`config.mk`:
```
export PLATFORM = sky130hd
export DESIGN_NAME = bound_flasher
export DESIGN_NICKNAME = d
export VERILOG_FILES = /design/src/rtl/bound_flasher_pkg.sv /design/src/rtl/bound_flasher_if.sv /design/src/rtl/led_thermo_dec.sv /design/src/rtl/bound_flasher.sv
export SDC_FILE = /design/constraint.sdc
export NUM_CORES = 1
export LEC_CHECK = 0
export BUFFER_PORTS_ARGS = -buffer_cell sky130_fd_sc_hd__buf_2
export CORE_UTILIZATION = 25
export DETAILED_ROUTE_END_ITERATION = 16
export PLACE_DENSITY = 0.39
export RECOVER_POWER = 25
export SLEW_MARGIN = 25
export SYNTH_ARGS = -nofsm -noshare
export SYNTH_HDL_FRONTEND = slang
export SYNTH_SLANG_ARGS = --single-unit
export TNS_END_PERCENT = 1
```
`constraint.sdc`:
```
create_clock -name clk -period 2.75 [get_ports clk]
set_clock_uncertainty 0.15 [all_clocks]
set_input_delay 0 -clock clk [delete_from_list [all_inputs] [get_ports clk]]
set_output_delay 0 -clock clk [all_outputs]
set_load 0.005 [all_outputs]
```
`src/rtl/bound_flasher_pkg.sv`:
```
// rtl/bound_flasher_pkg.sv - shared state encoding and lamp-count targets for the bounce pattern
package bound_flasher_pkg;

  localparam int NUM_LEDS = 16;

  typedef enum logic [2:0] {
    IDLE = 3'd0,
    UP1  = 3'd1,
    DN1  = 3'd2,
    UP2  = 3'd3,
    DN2  = 3'd4,
    UP3  = 3'd5,
    DN3  = 3'd6
  } state_t;

  localparam logic [4:0] MIN0  = 5'd0;
  localparam logic [4:0] MAX1  = 5'd6;
  localparam logic [4:0] MAX2  = 5'd11;
  localparam logic [4:0] MIN2  = 5'd5;
  localparam logic [4:0] MAX3  = 5'd16;
  localparam logic [4:0] KB_LO = 5'd6;
  localparam logic [4:0] KB_HI = 5'd11;

endpackage

```
`src/rtl/bound_flasher_if.sv`:
```
// rtl/bound_flasher_if.sv - lamp-count to lamp-bar link between the controller and the decoder
interface bound_flasher_if;

  logic [4:0]  cnt;
  logic [15:0] led;

  modport dec_src  (output cnt, input led);
  modport dec_sink (input cnt, output led);

endinterface

```
`src/rtl/led_thermo_dec.sv`:
```
// rtl/led_thermo_dec.sv - lamp count to thermometer-coded lamp bar
module led_thermo_dec
  import bound_flasher_pkg::*;
(
  bound_flasher_if.dec_sink bus
);

  // Lamp i is lit whenever fewer than cnt lamps sit below it; cnt 16 lights all.
  always_comb begin
    bus.led = '0;
    for (int i = 0; i < NUM_LEDS; i++) begin
      bus.led[i] = (5'(i) < bus.cnt);
    end
  end

endmodule

```
`src/rtl/bound_flasher.sv`:
```
// rtl/bound_flasher.sv - bounce-pattern lamp bar controller with flick-driven kickbacks
module bound_flasher
  import bound_flasher_pkg::*;
(
  input  logic        clk,
  input  logic        rst_n,
  input  logic        flick,
  output logic [15:0] LED
);

  state_t     state_q, state_d;
  logic [4:0] cnt_q, cnt_d;

  bound_flasher_if dec_bus ();

  assign dec_bus.cnt = cnt_q;
  assign LED         = dec_bus.led;

  led_thermo_dec u_dec (
    .bus (dec_bus)
  );

  // rst_n is active-high despite its name.
  always_ff @(posedge clk or posedge rst_n) begin
    if (rst_n) begin
      state_q <= IDLE;
      cnt_q   <= MIN0;
    end else begin
      state_q <= state_d;
      cnt_q   <= cnt_d;
    end
  end

  // Turn-arounds load the neighbouring count directly so every edge moves cnt by one.
  always_comb begin
    state_d = state_q;
    cnt_d   = cnt_q;
    case (state_q)
      IDLE: begin
        if (flick) begin
          state_d = UP1;
          cnt_d   = 5'd1;
        end else begin
          cnt_d = MIN0;
        end
      end
      UP1: begin
        if (cnt_q >= MAX1) begin
          state_d = DN1;
          cnt_d   = MAX1 - 5'd1;
        end else begin
          cnt_d = cnt_q + 5'd1;
        end
      end
      DN1: begin
        if (cnt_q == MIN0) begin
          state_d = UP2;
          cnt_d   = MIN0 + 5'd1;
        end else begin
          cnt_d = cnt_q - 5'd1;
        end
      end
      UP2: begin
        if (flick && (cnt_q == KB_LO || cnt_q == KB_HI)) begin
          state_d = DN1;
          cnt_d   = cnt_q - 5'd1;
        end else if (cnt_q >= MAX2) begin
          state_d = DN2;
          cnt_d   = MAX2 - 5'd1;
        end else begin
          cnt_d = cnt_q + 5'd1;
        end
      end
      DN2: begin
        if (cnt_q <= MIN2) begin
          state_d = UP3;
          cnt_d   = MIN2 + 5'd1;
        end else begin
          cnt_d = cnt_q - 5'd1;
        end
      end
      UP3: begin
        if (flick && cnt_q == KB_HI) begin
          state_d = DN2;
          cnt_d   = KB_HI - 5'd1;
        end else if (cnt_q >= MAX3) begin
          state_d = DN3;
          cnt_d   = MAX3 - 5'd1;
        end else begin
          cnt_d = cnt_q + 5'd1;
        end
      end
      DN3: begin
        if (cnt_q == MIN0) begin
          state_d = IDLE;
          cnt_d   = MIN0;
        end else begin
          cnt_d = cnt_q - 5'd1;
        end
      end
      default: begin
        state_d = IDLE;
        cnt_d   = MIN0;
      end
    endcase
  end

endmodule

```
# After elaboration in Yosys (flattened, before gate mapping)
# Cells that the tools add are included.
# totals
register_bits	8
inputBits	3
out_inout_bits	16
elab_cells	65
# classes
n_addsub	2
magnitude_cmp	20
eq_ne	15
muxes	20
n_reduce_logical	6
# ops
operator	count
< comparator 4 x 5 -> 1 bit, first input constant	8
two-way mux 5 bit	8
case mux 5 bit (7 select lines)	1
two-way mux 3 bit	9
case mux 3 bit (7 select lines)	1
< comparator 3 x 5 -> 1 bit, first input constant	4
< comparator 1 x 5 -> 1 bit, first input constant	2
< comparator 2 x 5 -> 1 bit, first input constant	2
inequality test 2 bit, second input constant	5
equality test 3 bit, second input constant	3
AND reduction 7 bit	1
equality test 3 x 2 -> 1 bit, second input constant	2
inequality test 3 bit, second input constant	2
adder 5 x 1 -> 5 bit, second input constant	1
equality test 5 x 3 -> 1 bit, second input constant	1
equality test 5 x 4 -> 1 bit, second input constant	1
greater-or-equal comparator 5 x 3 -> 1 bit, second input constant	1
greater-or-equal comparator 5 x 4 -> 1 bit, second input constant	1
greater-or-equal comparator 5 bit, second input constant	1
<= comparator 5 x 3 -> 1 bit, second input constant	1
logical NOT 5 bit	1
subtractor 5 x 1 -> 5 bit, second input constant	1
equality test 3 x 1 -> 1 bit, second input constant	1
logical NOT 3 bit	1
other kinds (3)	4

# Logic depth before layout (Yosys ltp)
# logic_depth
depth_word	5
depth_mapped	8

# Hierarchy
# From an unflattened synthesis, not the netlist that was laid out.
# unflattened
hier_cells	152
area_unflattened_um2	1061.0
# modules_own_cells
mod	instances	cells_per_inst	area_per_inst_um2	seq_area_each_um2
bound_flasher	1	124	895.9	200.2
led_thermo_dec	1	28	165.2	0.0

# Worst setup path before layout
# Ideal clock, no wire load.
# synth_path
path_type	reg2reg
from	register cnt_q[0]
to	register cnt_q[1]
setup_time_ns	0.126
arrival_ns	1.714
t_required_ns	2.474
slack_ns	0.760
path_stages_with_launch	8
path_cell_list	dfrtp_1 -> buf_2 -> inv_1 -> ha_1 -> or4b_4 -> nand3_2 -> nand2b_1 -> o32a_1
# synth_between
elab_chain_len	5
# synth_lines
item	line_no	rtl
start: declaration	bound_flasher.sv:12	logic [4:0] cnt_q, cnt_d;
start signal: assignment	bound_flasher.sv:30	cnt_q <= cnt_d;
parallel branches: the longest is 4 deep, another holds adder 5 x 1 -> 5 bit	-	
case mux 5 bit (7 select lines) (*)	bound_flasher.sv:38	case (state_q)
net cnt_d[1]	bound_flasher.sv:12	
# Mark *: on every way through the listed nets, which the timed path passes.
# A chain may end at the register's enable or synchronous reset.

# Worst setup path after layout
# layout_path
from	register cnt_q[0]
to	register state_q[0]
# layout_between
elab_chain_len	5
# layout_lines
item	line_no	rtl
parallel branches: the longest is 5 deep, another holds greater-or-equal comparator 5 bit	-	
end signal: assignment	bound_flasher.sv:29	state_q <= state_d;
end: declaration	bound_flasher.sv:11	state_t state_q, state_d;
# Several ways; the timed one is not identified.

==> summary.md <==
| Metric | Value |
|---|---|
| Max Clk Rate | 459.9 MHz |
| Post-Synth Simple-Gate Area | between 30 and 40% |
| Non-Filler Instances | between 200 and 250 |
| Die width | between 60 and 70 µm |
| Normalized max-slew margin | just over 70% |
| Clock buffer depth | 2 |
| Leading area contributor after synthesis | dfrtp_1 |
| Max cap viols | 0 |
| Register area | between 200 and 250 µm² |
| Largest family of logic cells by synthesized area | simple AND/OR/NAND/NOR gates |
| Finished Core Util | 30.88% |
| WP buf/inv | 1 |
| First-pass GRT wire length | just under 5000 µm |
| Post-synth ARST share | 100.0% |
| Placed cell count | between 150 and 200 |
| Distinct cell type count after synthesis | 42 |
| Largest net degree at the start of global routing | 20 |
| Worst EP arrival | around 2.2 ns |
| Initial Utilization | about a quarter |
| Drc violations | 0 |
| CTS tree | done |
| Critical path capture point type | register |
| Post-synthesis to final-layout area growth | 16.08% |
| Hold Vio Cnt, Final | 0 |
| Worst Hold End | cnt_q[0] |
| Area of the die | 4240 µm² |
| Fin area | roughly 1200 µm² |
| Post-DP HPWL | approximately 2200 µm |
| Slowest-stage cell, CP | dfrtp_1 |
| Routed Antenna Nets | 0 |
| CTS sink count | 8 |
| Reg-to-reg startpoint | cnt_q[0] |
| Crit path max-delay family | compound AO/OA/AOI/OAI gates |
| # rows | 22 |
| Power Dens Cells | between 1000 and 1500 nW/µm² |
| WL per Instance | about 14 µm |
| DR iter-0 viols | between 50 and 60 |
| H-tree level count | 1 |
| Root buf cell | clkbuf_8 |
| Post_cts resized | 0 |
| Die Span Y | roughly 65 µm |
| Multi-input logic area | approximately 700 µm² |
| Largest stage delay, worst path | approximately 0.50 ns |
| Synth Area in Adders | between 6 and 7% |
| GRT Util Overall | between 15 and 20% |
| Setup TNS | 0 ns |
| Final setup viols | 0 |
| Initial antenna violation count | 0 |
| Avg Inst Size Synth | 7.114 µm² |
| Seq/Total Area, Yosys | between 20% and 30% |
| RR Endpoint | state_q[0] |
| Status | finished clean |
| Worst-path cell chain | inv_1 > ha_1 > a211oi_1 > a311oi_1 > a211oi_1 > a311oi_1 > mux2i_1 |
| Ant. Diodes | 0 |
| Worst-path fanout max | 12 |
| Congestion Overflow GR | 0 |
| R2r worst-path depth | 7 |
| Mux contribution to synthesized area | under 10% |
| Fraction of layout cells with a size suffix above 1 | between 20 and 25% |
| Placed inst area | 1105 µm² |
| Syn. warnings | 0 |
| Crit path kind | reg -> reg |
| Port-buffer cells | 18 |
| Worst slew pin tran | 0.4219 ns |
| R2R setup slack | between 0.5 and 0.6 ns |
| Startpoint of the lowest-slack hold path | flick |
| Hold buffers post-CTS | 1 |
| Gpl congestion | 0.8284 |
| RSZ-0062 raised after global routing | false |
| Total Wirelength | a little under 3000 µm |
| Area contributors post-synth | dfrtp_1 (20%), o21ai_0 (7.0%), nand2_1 (6.4%) |
| Hold crit path type | in -> reg |
| Worst vdd ir | 0.3221 mV |
| Syn Nets | between 100 and 150 |
| Core Region | 3744 µm² |
| Top cell type's share of synthesized area | 20.10% |
| Number of global-route vias before repair | around 1,000 |
| Postcts setup bufs | 0 |
| Final Cycle Share | 79.07% |
| Clk pin slew, worst setup/hold paths | 0.05 ns |
| Max Slew Vio Count | 0 |
| # fillers | roughly 430 |
| TritonRoute pass-1 iters | 5 |
| Post-synth top flop | dfrtp_1 |
| CP required | 2.75 ns |
| Skew-Pair Late Insertion Delay | ~0.24 ns |
| Post-synth EDFFs | 0 |
| CP startpoint kind | register |
| Fraction of synthesized cell area in xor and xnor cells | 2.638% |
| Mapped cell area | roughly 1000 µm² |
| Minimum clock period | roughly 2.2 ns |
| Register bit count reported by yosys | 8 |
| Hold-critical path depth | 5 |
| Final #Nets | 164 |
| Num CTS Buffers | 3 |
| Routed vias | approximately 1,100 |
| Synth Area in Compound Gates | between 20% and 30% |
| DR vias/cell | between 5 and 6 |
| P_leak | 0.0005282 µW |
| Num ports | 19 |
| Cells after synthesis | 140 |
-- final cells by class --
cell class	count	area share (%)
multi-input cells	112	60.39
inverters	9	2.922
flip-flops and latches	8	17.32
clock buffers	3	3.571
repair buffers	22	10.61
well taps	48	5.195
-- stage by stage --
| stage | setup slack (ns) | hold slack (ns) | power (µW) |
|---|---|---|---|
| after global routing | 0.4654 | 0.1718 | 1566 |
| after floorplan | 0.7599 | -0.3343 | 986.2 |
| after CTS | 0.5645 | 0.1100 | 1422 |
| after global placement | 0.6071 | -0.1517 | 1300 |
| after detailed placement | 0.5938 | -0.1643 | 1265 |
| final | 0.5755 | 0.1056 | 1423 |
-- layout by cell type (no fill, tap or decap), types with 4 or more instances in the layout --
cell type,synthesis,final
nand3_1,9,9
and2_1,4,4
nand2b_1,4,4
a21oi_1,7,7
buf_2,3,18
a21o_1,4,4
inv_1,8,8
ha_1,5,5
nand2_1,17,17
o21ai_0,14,14
nor2_1,10,10
nand4_1,4,4
dfrtp_1,8,8
-- cell usage after synthesis (3+ instances only) --
master    count
ha_1          5
a21oi_1       7
buf_2         3
inv_1         8
nand3_1       9
nand4_1       4
a31oi_1       3
o211ai_1      3
o21ai_0      14
dfrtp_1       8
and2_1        4
nand2b_1      4
nand2_1      17
buf_4         3
clkbuf_1      3
nor2_1       10
a21o_1        4
-- per-layer routing --
metal | wire [µm] | GRT usage, %
met3 | 192 | 2.257
met2 | 1363 | 24.22
met1 | 1262 | 20.28
met4 | 65 | 6.250
met5 | 0 | 0
-- worst reg2reg max path: cells and delay by family, from the launching register on --
kind | cells | cell delay, ns
muxes | 1 | 0.24
adders and majority gates | 1 | 0.20
AOI/OAI and AO/OA | 4 | 0.80
DFF | 1 | 0.50
buffers and inverters | 1 | 0.18
-- sequential cells by signal, indices dropped and copies added, names as in the netlist --
register / count
state_q: 3
cnt_q: 5
-- how the worst max path moves through the flow --
stage              from  depth (start not counted)         end  slack, ns
6_report       cnt_q[0]                          7  state_q[0]       0.58
5_1_grt        cnt_q[0]                          7  state_q[0]       0.47
4_1_cts        cnt_q[0]                          7  state_q[0]       0.56
3_5_place_dp   cnt_q[0]                          7  state_q[0]       0.59
3_3_place_gp   cnt_q[4]                          5    cnt_q[1]       0.61
2_1_floorplan  cnt_q[0]                          7    cnt_q[1]       0.76
-- kinds of logic (layout without fill, tap and decap cells) --
kind of cell	Yosys count	count (layout)
adders and majority gates	5	5
muxes	2	2
DFF	8	8
buffers and inverters	20	34
and+or+nand+nor	59	59
xor gates and xnor gates	3	3
AOI/OAI and AO/OA	43	43
-- power breakdown --
group,total (µW),switching (µW),internal [µW]
clock network,151,55.0,95.6
registers,281,111,170
logic,992,568,423
Power figures use the tool's default switching activity.
